==> src/rtl/sysid_probe_pkg.sv <==
// Shared types and constants for the system-ID boot probe.
// The state list and word addresses are used by the sequencer top.
package sysid_probe_pkg;

  localparam int SYSID_DW = 32;

  localparam logic SYSID_ADDR_ID = 1'b0;
  localparam logic SYSID_ADDR_TS = 1'b1;

  typedef enum logic [2:0] {
    IDLE,
    RD_ID_REQ,
    RD_ID_WAIT,
    RD_TS_REQ,
    RD_TS_WAIT,
    CHECK,
    DONE,
    ERR
  } probe_state_e;

  function automatic logic is_end(input probe_state_e s);
    return (s == DONE) || (s == ERR);
  endfunction

  function automatic logic is_idle_like(input probe_state_e s);
    return (s == IDLE) || (s == DONE) || (s == ERR);
  endfunction

endpackage

==> src/rtl/sysid_probe_timer.sv <==
// Per-attempt timeout counter for one read.
// The count is zero in the first cycle of an attempt, and expired is raised in the attempt's last allowed cycle.
module sysid_probe_timer #(
  parameter int TIMEOUT_CYCLES = 16
) (
  input  logic clock,
  input  logic reset_n,
  input  logic clear,
  input  logic enable,
  output logic expired
);

  localparam int CW = $clog2(TIMEOUT_CYCLES + 1);
  localparam logic [CW-1:0] LAST = CW'(TIMEOUT_CYCLES - 1);

  logic [CW-1:0] count;

  // clear has priority so a retry restarts the window on the same edge
  always_ff @(posedge clock) begin
    if (!reset_n) begin
      count <= '0;
    end else if (clear) begin
      count <= '0;
    end else if (enable && (count != LAST)) begin
      count <= count + 1'b1;
    end
  end

  assign expired = enable && (count == LAST);

endmodule

==> src/rtl/sysid_probe_ctrl.sv <==
// Boot-time sequencer: reads the ID and timestamp words from the sysid slave, then compares them
// with the expected build values and reports pass/fail/timeout.
module sysid_probe_ctrl
  import sysid_probe_pkg::*;
#(
  parameter logic [SYSID_DW-1:0] EXP_ID         = 32'd0,
  parameter logic [SYSID_DW-1:0] EXP_TS         = 32'd1427078857,
  parameter bit                  CHECK_TS       = 1'b1,
  parameter bit                  AUTO_START     = 1'b1,
  parameter int                  TIMEOUT_CYCLES = 16,
  parameter int                  MAX_RETRY      = 2
) (
  input  logic                clock,
  input  logic                reset_n,
  input  logic                start,
  output logic                avm_address,
  output logic                avm_read,
  input  logic                avm_waitrequest,
  input  logic [SYSID_DW-1:0] avm_readdata,
  input  logic                avm_readdatavalid,
  output logic                busy,
  output logic                done,
  output logic                done_pulse,
  output logic [SYSID_DW-1:0] id_value,
  output logic [SYSID_DW-1:0] ts_value,
  output logic                id_ok,
  output logic                ts_ok,
  output logic                timeout_err
);

  localparam int RW = (MAX_RETRY > 0) ? $clog2(MAX_RETRY + 1) : 1;
  localparam logic [RW-1:0] RETRY_LAST = RW'(MAX_RETRY);
  localparam int SW = $clog2(2 * MAX_RETRY + 2);
  localparam logic [SW-1:0] STALE_MAX = {SW{1'b1}};

  probe_state_e  state, next_state;
  logic [RW-1:0] retry_cnt;
  logic [SW-1:0] stale_cnt;
  logic          auto_pending;

  logic in_req, in_wait, id_phase, accept, rd_seen, capture, stale_hit;
  logic expired, timeout, retry_ok, abandon, launch, enter_req;

  sysid_probe_timer #(.TIMEOUT_CYCLES(TIMEOUT_CYCLES)) u_timer (
    .clock   (clock),
    .reset_n (reset_n),
    .clear   (enter_req),
    .enable  (in_req || in_wait),
    .expired (expired)
  );

  // A read that timed out after being accepted still owes a reply; stale_cnt
  // counts those replies so they are dropped instead of captured.
  always_comb begin
    in_req    = (state == RD_ID_REQ) || (state == RD_TS_REQ);
    in_wait   = (state == RD_ID_WAIT) || (state == RD_TS_WAIT);
    id_phase  = (state == RD_ID_REQ) || (state == RD_ID_WAIT);
    accept    = in_req && !avm_waitrequest;
    rd_seen   = avm_readdatavalid && (in_wait || accept);
    stale_hit = rd_seen && (stale_cnt != '0);
    capture   = rd_seen && (stale_cnt == '0);
    timeout   = expired && !capture;
    retry_ok  = (retry_cnt != RETRY_LAST);
    abandon   = timeout && (in_wait || accept);
    launch    = is_idle_like(state) && (start || auto_pending);
  end

  always_comb begin
    next_state = state;
    enter_req  = 1'b0;
    unique case (state)
      IDLE, DONE, ERR: begin
        if (launch) begin
          next_state = RD_ID_REQ;
          enter_req  = 1'b1;
        end
      end
      RD_ID_REQ, RD_ID_WAIT: begin
        if (capture) begin
          next_state = RD_TS_REQ;
          enter_req  = 1'b1;
        end else if (timeout) begin
          if (retry_ok) begin
            next_state = RD_ID_REQ;
            enter_req  = 1'b1;
          end else begin
            next_state = ERR;
          end
        end else if (accept) begin
          next_state = RD_ID_WAIT;
        end
      end
      RD_TS_REQ, RD_TS_WAIT: begin
        if (capture) begin
          next_state = CHECK;
        end else if (timeout) begin
          if (retry_ok) begin
            next_state = RD_TS_REQ;
            enter_req  = 1'b1;
          end else begin
            next_state = ERR;
          end
        end else if (accept) begin
          next_state = RD_TS_WAIT;
        end
      end
      CHECK:   next_state = DONE;
      default: next_state = IDLE;
    endcase
  end

  always_ff @(posedge clock) begin
    if (!reset_n) begin
      state        <= IDLE;
      auto_pending <= AUTO_START;
      retry_cnt    <= '0;
      stale_cnt    <= '0;
      id_value     <= '0;
      ts_value     <= '0;
      id_ok        <= 1'b0;
      ts_ok        <= 1'b0;
      done_pulse   <= 1'b0;
    end else begin
      state        <= next_state;
      auto_pending <= 1'b0;
      done_pulse   <= is_end(next_state) && !is_end(state);
      if (launch) begin
        retry_cnt <= '0;
        stale_cnt <= '0;
        id_ok     <= 1'b0;
        ts_ok     <= 1'b0;
      end else begin
        if (capture) begin
          retry_cnt <= '0;
        end else if (timeout && retry_ok) begin
          retry_cnt <= retry_cnt + 1'b1;
        end
        if (abandon && !stale_hit && (stale_cnt != STALE_MAX)) begin
          stale_cnt <= stale_cnt + 1'b1;
        end else if (stale_hit && !abandon) begin
          stale_cnt <= stale_cnt - 1'b1;
        end
      end
      if (capture && id_phase) begin
        id_value <= avm_readdata;
      end
      if (capture && !id_phase) begin
        ts_value <= avm_readdata;
      end
      if (state == CHECK) begin
        id_ok <= (id_value == EXP_ID);
        ts_ok <= CHECK_TS ? (ts_value == EXP_TS) : 1'b1;
      end
    end
  end

  assign avm_read    = in_req;
  assign avm_address = ((state == RD_TS_REQ) || (state == RD_TS_WAIT)) ? SYSID_ADDR_TS : SYSID_ADDR_ID;
  assign busy        = !is_idle_like(state);
  assign done        = is_end(state);
  assign timeout_err = (state == ERR);

endmodule

==> config.mk <==
export PLATFORM = sky130hd
export DESIGN_NAME = sysid_probe_ctrl
export DESIGN_NICKNAME = d
export VERILOG_FILES = /design/src/rtl/sysid_probe_pkg.sv /design/src/rtl/sysid_probe_timer.sv /design/src/rtl/sysid_probe_ctrl.sv
export SDC_FILE = /design/constraint.sdc
export NUM_CORES = 1
export LEC_CHECK = 0
export BUFFER_PORTS_ARGS = -buffer_cell sky130_fd_sc_hd__buf_4
export CORE_MARGIN = 2
export CORE_UTILIZATION = 37
export CTS_CLUSTER_SIZE = 24
export DETAILED_ROUTE_END_ITERATION = 8
export PLACE_DENSITY = 0.71
export SLEW_MARGIN = 20
export SYNTH_ARGS = -nofsm -noshare
export SYNTH_HDL_FRONTEND = slang
export SYNTH_HIERARCHICAL = 1
export SYNTH_SLANG_ARGS = --single-unit
==> constraint.sdc <==
create_clock -name clock -period 2.3 [get_ports clock]
set_clock_uncertainty 0.05 [all_clocks]
set_input_delay 0.115 -clock clock [delete_from_list [all_inputs] [get_ports clock]]
set_output_delay 0.115 -clock clock [all_outputs]
set_load 0.02 [all_outputs]
==> out/results.txt <==
status: completed
fmax: 0.4448 GHz
DP Area: 4517 sq um
peak supply drop: 0.6058 mV
layout cell share with drive strength beyond 1: 0.3007
ant diodes: 0
Worst Path Arrival: 2.48 ns
first-pass GRT wire length: 16,150 um
DRC: 0
Die Wd: 100.8 um
Hold Crit Class: input pin to register
Slew Limit Fails: 0
worst r2r dst: stale_cnt[2]
main combinational cell family by area after synthesis: simple AND/OR/NAND/NOR gates
Main synth FF type: dfxtp_1
DR vias/cell: 5.116
Synth async-reset ratio: 0
final setup fails: 0
CTS tree: yes
Die Y: 100.8 um
CTS clk-pin slew, worst paths: 0.08 ns
Synth Area in Simple Gates: 0.2416
Synth Area in Compound Gates: 0.1141
Non-Filler Instances: 663
area of the multi-input gates: 1772 sq um
CTS root buffer: clkbuf_8
Slew headroom: 0.6314
Mapped Area: 3465 sq um
gpl congestion: 0.8483
Critical Path RT: 2.53 ns
Syn Nets: 439
Pleak: 0.002126 uW
vias post-DR: 3,392
Mean Syn Cell Area: 8.705 sq um
final worst-path setup slack: 0.05156 ns
routed length per instance: 15.45 um
antenna violation net count after detailed routing: 0
post-synthesis xor/xnor area fraction: 0.01733
Pwr per Cell Area: 971.4 nW/um^2
post-synthesis adder-cell area fraction: 0.01661
RSZ-0062 raised after global routing: yes
drt pass-1 iters: 4
placed cell count: 611
Startpoint Class: register
design area: 5150 sq um
dpl ws: -0.02495 ns
hold path endpoint: state[2]
Tot Pwr: 5003 uW
Syn. warnings: 6
io pins: 109
R2R Setup Slk: 0.05 ns
post-route minimum period: 2.248 ns
period utilization: 0.9776
RR Startpoint: u_timer/count[0]
vias in the first global route: 3,241
detailed router's first-iteration violation count: 116
largest net degree at the start of global routing: 65
final hold vios: 0
Core Util, Final: 0.5627
Post-layout nets: 588
Initial Utilization: 0.3785
die area: 10,150 sq um
critical path type: register to register
critical path peak fanout: 4
HP Start: start
clk sinks: 81
CTS Buffer Depth: 2
Post-DP HPWL: 7128 um
post-synthesis cell count: 398
register area share after synthesis: 0.4680
worst-margin pin slew: 0.5512 ns
Layout area overhead: 48.65%
drt total wl: 10,240 um
H-tree Lvls: 3
GRT Overall Usage: 0.2011
Reg2Reg Depth: 10
core area: 9153 sq um
Synth cell types: 48
EDFF count, synth: 0
Seq. cell area: 1624 sq um
FP Rows: 35
Worst setup EP type: register
clk_lat worst skew: 0.35 ns
grt ovf: 0
Fillers: 817
IO Port Bufs: 108
initial antenna violation count: 0
CTS Buf Count: 9
proportion of synthesized area in mux cells: 0.1011
#FFs+latches synth: 81
total of max-cap violations: 0
Min-Delay Path Depth: 4
logic make-up after synthesis:
family,Yosys count
AO/OA/AOI/OAI,67
XOR/XNOR,6
adder cells (fa/ha/maj),4
buffers and inverters,31
flip-flops,81
multiplexers,35
AND/OR/NAND/NOR,174
synthesized netlist by cell type (2+ instances only):
cell | count | area share
o21ai_0 | 25 | 0.036
buf_6 | 3 | 0.0098
a211oi_1 | 2 | 0.0043
xor2_1 | 2 | 0.0051
or2_2 | 2 | 0.0036
xnor2_1 | 3 | 0.0076
a21o_1 | 2 | 0.0043
nor2b_1 | 2 | 0.0036
clkbuf_1 | 16 | 0.017
nand4_1 | 6 | 0.011
a21oi_1 | 12 | 0.017
or3_1 | 2 | 0.0036
and3_1 | 2 | 0.0036
buf_1 | 3 | 0.0033
nor4bb_1 | 2 | 0.0058
inv_1 | 8 | 0.0087
dfxtp_1 | 81 | 0.47
nand2_1 | 46 | 0.050
ha_1 | 3 | 0.011
o21ai_1 | 15 | 0.022
nor2_1 | 47 | 0.051
nor4b_1 | 2 | 0.0051
nor3_1 | 6 | 0.0087
mux2i_1 | 35 | 0.10
and4b_1 | 2 | 0.0058
nand2b_1 | 3 | 0.0054
nor4_1 | 8 | 0.014
nand3_1 | 38 | 0.055
cell type report:
type | count | area share
flip-flops and latches | 81 | 0.3154
multi-input cells | 286 | 0.3440
repair buffers | 161 | 0.2600
inverters | 8 | 0.006317
clock inverters | 5 | 0.01992
clock buffers | 11 | 0.02745
well taps | 111 | 0.02697
worst max-delay path: stages (launching register included):
cell	delay, ns
dfxtp_2	0.37
ha_4	0.13
and3_4	0.18
ha_4	0.13
and2_4	0.16
inv_4	0.03
a311oi_2	0.28
o21ai_2	0.12
fa_2	0.37
mux2i_1	0.18
mux2i_1	0.18
power by group:
group          total, uW  switching, uW  internal [uW]
sequential          1770            165           1610
combinational       1970           1120            851
clock               1260            506            750
cells in the final DEF (no fill, tap or decap), types with 2 or more instances in the layout:
cell type	synthesis	final
buf_4	1	125
dfxtp_1	81	79
nor2_1	47	46
nand2_1	46	46
nand3_1	38	38
mux2i_1	35	35
dlygate4sd3_1	0	32
o21ai_0	25	24
o21ai_1	15	15
a21oi_1	12	12
clkbuf_8	0	10
nor4_1	8	8
inv_1	8	7
nor3_1	6	6
nand4_1	6	6
buf_12	0	4
nand2b_1	3	3
bufinv_16	0	3
nor2b_1	2	2
a21o_1	2	2
or2_2	2	2
or3_1	2	2
a211oi_1	2	2
and4b_1	2	2
nor4bb_1	2	2
nor4b_1	2	2
xnor2_1	3	2
xor2_1	2	2
ha_4	0	2
dfxtp_2	0	2
stage by stage:
step / TNS (ns) / hold slack, ns
after floorplan: 0 / 0.1976
after global placement: 0 / 0.3081
after detailed placement: -0.02495 / 0.3138
after CTS: 0 / 0.009140
after global routing: -0.07342 / 0.03015
final: 0 / 0.01519
what timing repair did:
action                                 in CTS  in global routing
resized for setup                           2                  8
endpoints found under the hold margin      64                  0
hold buffers                               32                  0
setup endpoints to repair                   2                  6
pin swaps                                   0                  4
setup buffers                               0                  4
worst max-delay path by stage:
| stage | startpoint | endpoint | slack (ns) | cells past startpoint |
|---|---|---|---|---|
| after floorplan | state[0] | stale_cnt[2] | 0.001 | 10 |
| after global placement | u_timer/count[0] | stale_cnt[2] | 0.05 | 10 |
| after detailed placement | u_timer/count[0] | stale_cnt[2] | -0.02 | 10 |
| after CTS | u_timer/count[1] | stale_cnt[2] | 0.005 | 10 |
| after global routing | u_timer/count[0] | stale_cnt[2] | -0.07 | 10 |
| final | u_timer/count[0] | stale_cnt[2] | 0.05 | 10 |
flip-flops by register name (all words and copies together) (netlist names):
name	cells
id_value	32
ts_value	32
u_timer/count	5
stale_cnt	3
state	3
retry_cnt	2
auto_pending	1
done_pulse	1
id_ok	1
ts_ok	1
metal layers:
layer	GRT usage	wire length, um	vias up
li1	-	-	1686
met1	0.2393	4345	1604
met2	0.3554	5280	92
met3	0.04716	517	10
met4	0.06639	100	0
met5	0	0	-
No activity file was read; power rests on OpenSTA's default activity.
